===== src/rtl/bcd_converter_seq_pkg.sv =====
// Shared definitions for the sequential binary-to-BCD converter:
// controller state encoding and the double-dabble adjust constants.
package bcd_converter_seq_pkg;

    typedef enum logic [1:0] {
        IDLE  = 2'd0,
        SHIFT = 2'd1,
        DONE  = 2'd2
    } state_t;

    // A digit at or above this value would exceed 9 after doubling,
    // so it is pre-corrected by adding ADD3_VALUE before the shift.
    localparam logic [3:0] ADD3_THRESH = 4'd5;
    localparam logic [3:0] ADD3_VALUE  = 4'd3;

endpackage


===== src/rtl/bcd_converter_seq_if.sv =====
// Request/response bundle of the BCD converter. The master side is the
// producer/consumer pair; the slave side is the converter itself.
interface bcd_converter_seq_if #(
    parameter int WIDTH  = 16,
    parameter int DIGITS = 5
);
    logic                in_valid;
    logic                in_ready;
    logic [WIDTH-1:0]    bin;
    logic                out_valid;
    logic                out_ready;
    logic [4*DIGITS-1:0] bcd;
    logic                neg;
    logic                ovf;

    modport master (
        output in_valid, bin, out_ready,
        input  in_ready, out_valid, bcd, neg, ovf
    );

    modport slave (
        input  in_valid, bin, out_ready,
        output in_ready, out_valid, bcd, neg, ovf
    );
endinterface


===== src/rtl/bcd_converter_seq_cell.sv =====
// One BCD digit of the double-dabble chain: conditionally add 3, then
// shift left by one, taking cin into bit 0 and passing bit 3 out as cout.
module bcd_digit_cell
    import bcd_converter_seq_pkg::*;
(
    input  logic [3:0] digit,
    input  logic       cin,
    output logic [3:0] digit_nxt,
    output logic       cout
);
    logic [3:0] adj;

    // Pre-correct the digit so the following doubling carries decimally.
    always_comb begin
        adj = digit;
        if (digit >= ADD3_THRESH) begin
            adj = digit + ADD3_VALUE;
        end
    end

    assign digit_nxt = {adj[2:0], cin};
    assign cout      = adj[3];
endmodule


===== src/rtl/bcd_converter_seq.sv =====
// Sequential binary-to-BCD converter (shift-and-add-3). One operand bit is
// consumed per cycle MSB-first; the result is held until the consumer
// takes it. Bits shifted out of the top digit flag overflow.
module bcd_converter_seq
    import bcd_converter_seq_pkg::*;
#(
    parameter int WIDTH       = 16,
    parameter int DIGITS      = 5,
    parameter bit SIGNED_MODE = 1'b0
) (
    input logic              clk,
    input logic              rst_n,
    bcd_converter_seq_if.slave bus
);
    localparam int CNT_W = (WIDTH > 1) ? $clog2(WIDTH) : 1;
    localparam logic [CNT_W-1:0] CNT_LOAD = CNT_W'(WIDTH - 1);

    state_t              state;
    logic [WIDTH-1:0]    opnd;
    logic [4*DIGITS-1:0] digits_q;
    logic [4*DIGITS-1:0] digits_nxt;
    logic [DIGITS:0]     carry;
    logic [CNT_W-1:0]    cnt;
    logic                neg_q;
    logic                ovf_q;
    logic                in_ready_q;
    logic                out_valid_q;

    // Magnitude of the operand; the most negative value maps to 2^(WIDTH-1),
    // which still fits in WIDTH unsigned bits.
    function automatic logic [WIDTH-1:0] magnitude(input logic signed [WIDTH-1:0] v);
        logic signed [WIDTH-1:0] n;
        n = -v;
        if (SIGNED_MODE && (v < 0)) begin
            return $unsigned(n);
        end
        return $unsigned(v);
    endfunction

    assign carry[0] = opnd[WIDTH-1];

    for (genvar g = 0; g < DIGITS; g++) begin : g_cell
        bcd_digit_cell u_cell (
            .digit     (digits_q[4*g +: 4]),
            .cin       (carry[g]),
            .digit_nxt (digits_nxt[4*g +: 4]),
            .cout      (carry[g+1])
        );
    end

    // Controller and datapath registers: capture, WIDTH shift steps, hold.
    always_ff @(posedge clk or negedge rst_n) begin
        if (!rst_n) begin
            state       <= IDLE;
            opnd        <= '0;
            digits_q    <= '0;
            cnt         <= '0;
            neg_q       <= 1'b0;
            ovf_q       <= 1'b0;
            in_ready_q  <= 1'b1;
            out_valid_q <= 1'b0;
        end else begin
            case (state)
                IDLE: begin
                    if (bus.in_valid) begin
                        opnd       <= magnitude($signed(bus.bin));
                        neg_q      <= SIGNED_MODE && bus.bin[WIDTH-1];
                        digits_q   <= '0;
                        ovf_q      <= 1'b0;
                        cnt        <= CNT_LOAD;
                        in_ready_q <= 1'b0;
                        state      <= SHIFT;
                    end
                end
                SHIFT: begin
                    digits_q <= digits_nxt;
                    opnd     <= {opnd[WIDTH-2:0], 1'b0};
                    if (carry[DIGITS]) begin
                        ovf_q <= 1'b1;
                    end
                    if (cnt == '0) begin
                        out_valid_q <= 1'b1;
                        state       <= DONE;
                    end else begin
                        cnt <= cnt - 1'b1;
                    end
                end
                DONE: begin
                    if (bus.out_ready) begin
                        out_valid_q <= 1'b0;
                        in_ready_q  <= 1'b1;
                        state       <= IDLE;
                    end
                end
                default: begin
                    out_valid_q <= 1'b0;
                    in_ready_q  <= 1'b1;
                    state       <= IDLE;
                end
            endcase
        end
    end

    assign bus.in_ready  = in_ready_q;
    assign bus.out_valid = out_valid_q;
    assign bus.bcd       = digits_q;
    assign bus.neg       = neg_q;
    assign bus.ovf       = ovf_q;
endmodule


===== src/flat_wrapper.sv =====
// flat-port wrapper written by rule: the top's interface ports become plain ports
module bcd_converter_seq_flat import bcd_converter_seq_pkg::*;
#(
    parameter int WIDTH       = 16,
    parameter int DIGITS      = 5,
    parameter bit SIGNED_MODE = 1'b0
)
  (clk, rst_n, bus_in_valid, bus_bin, bus_out_ready, bus_in_ready, bus_out_valid, bus_bcd, bus_neg, bus_ovf);
  bcd_converter_seq_if #(.WIDTH(WIDTH), .DIGITS(DIGITS)) bus_i ();
  input logic clk;
  input logic rst_n;
  input wire logic [$bits(bus_i.in_valid)-1:0] bus_in_valid;
  input wire logic [$bits(bus_i.bin)-1:0] bus_bin;
  input wire logic [$bits(bus_i.out_ready)-1:0] bus_out_ready;
  output wire logic [$bits(bus_i.in_ready)-1:0] bus_in_ready;
  output wire logic [$bits(bus_i.out_valid)-1:0] bus_out_valid;
  output wire logic [$bits(bus_i.bcd)-1:0] bus_bcd;
  output wire logic [$bits(bus_i.neg)-1:0] bus_neg;
  output wire logic [$bits(bus_i.ovf)-1:0] bus_ovf;
  assign bus_i.in_valid = bus_in_valid;
  assign bus_i.bin = bus_bin;
  assign bus_i.out_ready = bus_out_ready;
  assign bus_in_ready = bus_i.in_ready;
  assign bus_out_valid = bus_i.out_valid;
  assign bus_bcd = bus_i.bcd;
  assign bus_neg = bus_i.neg;
  assign bus_ovf = bus_i.ovf;
  bcd_converter_seq #(.WIDTH(WIDTH), .DIGITS(DIGITS), .SIGNED_MODE(SIGNED_MODE)) u_core (.clk(clk), .rst_n(rst_n), .bus(bus_i));
endmodule

===== config.mk =====
export PLATFORM = sky130hd
export DESIGN_NAME = bcd_converter_seq_flat
export DESIGN_NICKNAME = d
export VERILOG_FILES = /design/src/rtl/bcd_converter_seq_pkg.sv /design/src/rtl/bcd_converter_seq_if.sv /design/src/rtl/bcd_converter_seq_cell.sv /design/src/rtl/bcd_converter_seq.sv /design/src/flat_wrapper.sv
export SDC_FILE = /design/constraint.sdc
export NUM_CORES = 1
export LEC_CHECK = 0
export ABC_CLOCK_PERIOD_IN_PS = 1700
export CORE_MARGIN = 1
export CORE_UTILIZATION = 54
export CTS_BUF_LIST = sky130_fd_sc_hd__clkbuf_8
export CTS_CLUSTER_SIZE = 24
export DETAILED_ROUTE_END_ITERATION = 7
export PLACE_DENSITY_LB_ADDON = 0.25
export SLEW_MARGIN = 15
export SYNTH_ARGS = -nofsm -noshare
export SYNTH_HDL_FRONTEND = slang
export SYNTH_HIERARCHICAL = 1
export SYNTH_SLANG_ARGS = --single-unit

===== constraint.sdc =====
create_clock -name clk -period 1.7 [get_ports clk]
set_input_delay 0.51 -clock clk [delete_from_list [all_inputs] [get_ports clk]]
set_output_delay 0.51 -clock clk [all_outputs]
set_load 0.05 [all_outputs]

Word level (Yosys, flattened, before mapping)
Cells that the tools add are included.
- input bits: 20
- output and inout port bits: 24
- flip-flop bits (word level): 45
- muxes and demuxes: 24
- eq/ne operators: 7
- reductions and logical operators: 9
- $add $sub $neg: 6
- bitwise gates (word level): 2
- order comparisons: 5
- operator list (operator ; number):
    20-bit case mux with 2 select lines ; 1
    16-bit case mux with 2 select lines ; 1
    4-bit 2-to-1 mux ; 7
    4-bit by 2-bit adder with 4-bit output (second input constant) ; 5
    4-bit by 3-bit greater-or-equal comparator with 1-bit output (second input constant) ; 5
    20-bit 2-to-1 mux ; 1
    16-bit 2-to-1 mux ; 1
    3-bit AND reduction ; 5
    2-bit != test (second input constant) ; 4
    4-bit case mux with 2 select lines ; 1
    2-bit 2-to-1 mux ; 3
    1-bit case mux with 3 select lines ; 2
    2-bit case mux with 3 select lines ; 1
    1-bit 2-to-1 mux ; 5
    4-bit logical NOT ; 1
    4-bit by 1-bit subtractor with 4-bit output (second input constant) ; 1
    2-bit by 1-bit == test with 1-bit output (second input constant) ; 1
    2-bit == test (second input constant) ; 1
    2-bit logical NOT ; 1
    2-bit by 1-bit != test with 1-bit output (second input constant) ; 1
    1-bit NOT ; 2
    1-bit case mux with 2 select lines ; 1
    2-bit AND reduction ; 1
    2-bit nonzero test ; 1

Logic depth before layout (Yosys ltp)
- depth after elaboration: 4
- gate-level depth with buffers: 8
- mapped depth without buffers: 8

Modules after synthesis
Netlist, hierarchy kept.
- by module, submodules not included (module ; times used ; area an instance (sq um) ; cells an instance ; seq. area each (sq um)):
    bcd_converter_seq ; 1 ; 1906.8 ; 167 ; 1127.3
    bcd_digit_cell ; 5 ; 108.9 ; 17 ; 0.0

Worst setup path after synthesis
No wires, ideal clock.
- path type: register to register
- start point: register u_core.digits_q[13] (netlist: u_core/bus.bcd[13])
- end point: register u_core.digits_q[13] (netlist: u_core/bus.bcd[13])
- slack: 0.001 ns
- clock period less this slack: 1.699 ns
- cell stages (with the launch flop): 7
- path buffers: 0
- setup time: 0.121 ns
- arrival time: 1.578 ns
- cell sequence: dfrtp_1 inv_1 ha_1 nand2b_1 a21oi_2 xnor2_1 a22o_1
- cells in the longest elaborated chain, start to end: 3
- RTL lines (element ; RTL line ; RTL):
    start, declared ; bcd_converter_seq.sv:20 ; logic [4*DIGITS-1:0] digits_q;
    start signal, assigned ; bcd_converter_seq.sv:76 ; digits_q <= digits_nxt;
    4-bit by 3-bit greater-or-equal comparator with 1-bit output ; bcd_converter_seq_cell.sv:16 ; if (digit >= ADD3_THRESH) begin
    4-bit 2-to-1 mux ; bcd_converter_seq_cell.sv:16 ;
    via u_core.digits_nxt[13] ; bcd_converter_seq.sv:21 ; logic [4*DIGITS-1:0] digits_nxt;
    20-bit case mux with 2 select lines ; bcd_converter_seq.sv:63 ; case (state)
The timed path passes the listed nets, and every way through them passes these cells.
A chain may end at the register's enable or synchronous reset.

Worst setup path after layout
- start point: register u_core.cnt[0]
- end point: register u_core.cnt[1]
- cells in the longest elaborated chain, start to end: 3
- RTL lines (element ; RTL line ; RTL):
    start, declared ; bcd_converter_seq.sv:23 ; logic [CNT_W-1:0] cnt;
    start signal, assigned ; bcd_converter_seq.sv:85 ; cnt <= cnt - 1'b1;
    4-bit by 1-bit subtractor with 4-bit output or 4-bit logical NOT (tied branches) ; bcd_converter_seq.sv:85, bcd_converter_seq.sv:81 ;
    4-bit 2-to-1 mux or 2-bit != test (tied branches) ; - ;
    4-bit case mux with 2 select lines or 3-bit AND reduction (tied branches) ; - ;
Parallel ways exist; a longest one is shown, timed or not. The select of a mux whose other input is x is not followed.

==> reports/metrics.csv <==
stage,metric,value,unit
worst_setup_path,Crit path required time,1.88,ns
sta,Max Slew Vio Count,0,
worst_setup_path,critical path capture point type,flop,
global_routing,total track usage,0.220,
worst_setup_path,CP max FO,6,
synth,Yosys cell types,31,
sta,skew final,0.00214,ns
synth,"EDFF count, synth",0,
clock_network,count of hold-fix buffers inserted at cts,0,
detailed_routing,routed via count,1934,
final_layout,share of layout cells above drive strength 1,0.176,
worst_setup_path,slowest cell on the critical path,or3b_2,
clock_network,Post-CTS Repair Setup Buffers,0,
final_layout,Final Net Count,326,
place,number of port buffers,42,
synth,Yosys reg bits,45,
sta,"Worst Setup Slack, final",0.0818,ns
die,core area,4350,um^2
synth,Synth Area in Adders,0.0562,
worst_setup_path,Worst Reg-to-Reg Cells,5,
clock_network,worst skew pair latency,0.30,ns
final_layout,area grow syn2layout,36.1,%
global_routing,vias in the first global route,1910,
clock_network,CTS H-tree depth,2,
place,DPL Wire Length,3620,um
detailed_routing,Avg WL per Cell,14.4,um
synth,area share of and/or/nand/nor cells after synthesis,0.134,
detailed_routing,routed vias/inst,5.56,
clock_network,CTS sink cnt,45,
global_routing,first-pass GRT wire length,8490,um
power,Power Total,7.84,mW
synth,"Cell Area, Synth",2450,um^2
place,GP Congestion,0.781,
worst_setup_path,reg-to-reg critical path endpoint,u_core/cnt[1],
synth,asr flop ratio synth,1.00,
die,die height,69.4,um
die,I/O pins,44,
clock_network,CTS tree,done,
clock_network,post-cts resize count,0,
synth,top_reg_cell synth,dfrtp_1,
worst_setup_path,critical-path cell list,"inv_1, ha_1, or3b_2, o22ai_1, a31oi_1",
sta,Finish-stage setup viols,0,
sta,final worst path period need,1.62,ns
sta,final period utilization,0.952,
die,DIE AREA,4810,um^2
worst_setup_path,CP startpoint kind,flop,
synth,main combinational cell family by area after synthesis,compound AO/OA/AOI/OAI gates,
worst_setup_path,Crit Reg-Reg Startpoint,u_core/cnt[0],
synth,"Avg Cell Area, Syn",9.73,um^2
synth,Synth Warn #,6,
detailed_routing,Iter 0 DRT Violations,145,
sta,unrepaired setup endpoints after global routing,false,
global_routing,largest net degree at the start of global routing,25,
final_layout,filler instances,279,
power,P_leak,1.51,nW
global_routing,remaining global-route overflow,0,
die,Rows,24,
clock_network,Num CTS Buffers,5,
worst_setup_path,Worst Path Arrival,1.80,ns
synth,post-synth net total,283,
detailed_routing,DRC,0,
clock_network,"CTS clk-pin slew, worst paths",0.08,ns
final_layout,non-filler instance count after layout,348,
worst_setup_path,crit path kind,flop to flop,
clock_network,Root Buffer,clkbuf_8,
place,placed cell count,340,
sta,Fin. Hold Viols,0,
final_layout,"commonest non-fill, non-tap cells in the layout","dfrtp_1 (44), nand2_1 (37), buf_12 (26)",
worst_setup_path,"reg-to-reg slack, setup",0.08,ns
final_layout,Multi-input gate area,1190,um^2
detailed_routing,DRT antenna net count,0,
final_layout,diodes inserted,0,
run_status,status,"finished, final reports clean",
power,power density cells,2350,nW/um^2
synth,post-synthesis sequential area ratio,0.460,
final_layout,register area,1130,um^2
hold_path,Hold Path Class,input pin to async pin,
synth,compound-gate portion of the synthesized area,0.190,
clock_network,Clock Path Buffers,2,
final_layout,Util after Layout,0.766,
worst_setup_path,CP max stage delay,0.52,ns
run,max-cap violation count,0,
die,Initial Util,0.563,
sta,final setup TNS,0,ns
global_routing,antenna violations before repair,0,
power,VDD IR max,0.00133,V
place,post-place setup slack,-0.0885,ns
detailed_routing,Total Routed Length,5000,um
final_layout,"commonest non-fill, non-tap cell in the layout",dfrtp_1,
synth,post-synthesis mux area share,0.0817,
detailed_routing,DRT Pass-1 Iters,4,
sta,maximum clock frequency,618,MHz
synth,Synth Area in XOR/XNOR,0.0179,
die,DIE WIDTH,69.4,um
synth,Mapped Cells,252,
-- through the flow --
| step | instance area (um^2) | hold slack, ns |
|---|---|---|
| after floorplan | 2450 | 0.214 |
| after global placement | 3200 | 0.436 |
| after detailed placement | 3200 | 0.436 |
| after CTS | 3340 | 0.113 |
| after global routing | 3340 | 0.121 |
| final | 3340 | 0.109 |
-- flip-flops by register name (all words and copies together), names as in the netlist --
name / flops
u_core/bus.out_valid: 1
u_core/opnd: 16
u_core/cnt: 4
u_core/state: 2
u_core/bus.ovf: 1
u_core/bus.in_ready: 1
u_core/bus.bcd: 20
-- layout make-up --
class	instances	area share
clock buffer	5	0.0206
inverter	14	0.0158
timing repair buffer	53	0.230
clock inverter	3	0.0195
tap	52	0.0195
sequential	45	0.338
multi-input combinational	176	0.357
-- worst max-delay path, delay by kind of cell, from the launching register on --
family	cells	cell delay, ns
flops	1	0.44
buf+inv	1	0.08
simple gates	1	0.52
fa+ha+maj	1	0.22
compound gates	2	0.24
-- power breakdown --
part | internal (mW) | switching, mW | total (mW)
sequential | 1.59 | 0.637 | 2.23
clock | 0.584 | 0.366 | 0.950
combinational | 2.30 | 2.35 | 4.66
total | 4.48 | 3.36 | 7.84
-- worst max path at each step --
stage                        from                  end  slack, ns  depth (start not counted)
4_1_cts             u_core/cnt[0]        u_core/cnt[1]       0.10                          5
3_5_place_dp         bus_in_valid  u_core/bus.in_ready      -0.09                          4
3_3_place_gp         bus_in_valid  u_core/bus.in_ready      -0.02                          4
2_1_floorplan  u_core/bus.bcd[13]   u_core/bus.bcd[13]      0.001                          6
6_report            u_core/cnt[0]        u_core/cnt[1]       0.08                          5
5_1_grt             u_core/cnt[0]        u_core/cnt[1]       0.01                          5
-- logic make-up after synthesis --
| kind of cell | Yosys count |
|---|---|
| XOR/XNOR | 5 |
| other | 1 |
| AO/OA/AOI/OAI | 69 |
| flip-flops | 45 |
| multiplexers | 20 |
| AND/OR/NAND/NOR | 70 |
| adder cells (fa/ha/maj) | 11 |
| buffers and inverters | 31 |
-- routing by layer --
metal,wire [um],GRT usage,vias up
li1,-,-,948
met1,2360,0.294,939
met2,2400,0.352,39
met3,171,0.0538,8
met4,72,0.0748,0
met5,0,0,-
-- synthesized netlist by cell type (all sizes together) (2+ instances only) --
cell type	n	area share
dfrtp	44	0.45
xnor2	5	0.018
a21oi	8	0.024
a22o	20	0.071
buf	8	0.023
nand2	37	0.057
o22ai	3	0.0077
mux2i	20	0.082
nand2b	15	0.038
inv	14	0.021
o21ai	30	0.061
clkbuf	9	0.014
ha	11	0.056
a31oi	2	0.0051
nor2b	4	0.010
nor2	10	0.015
(Power assumes the default switching activity.)
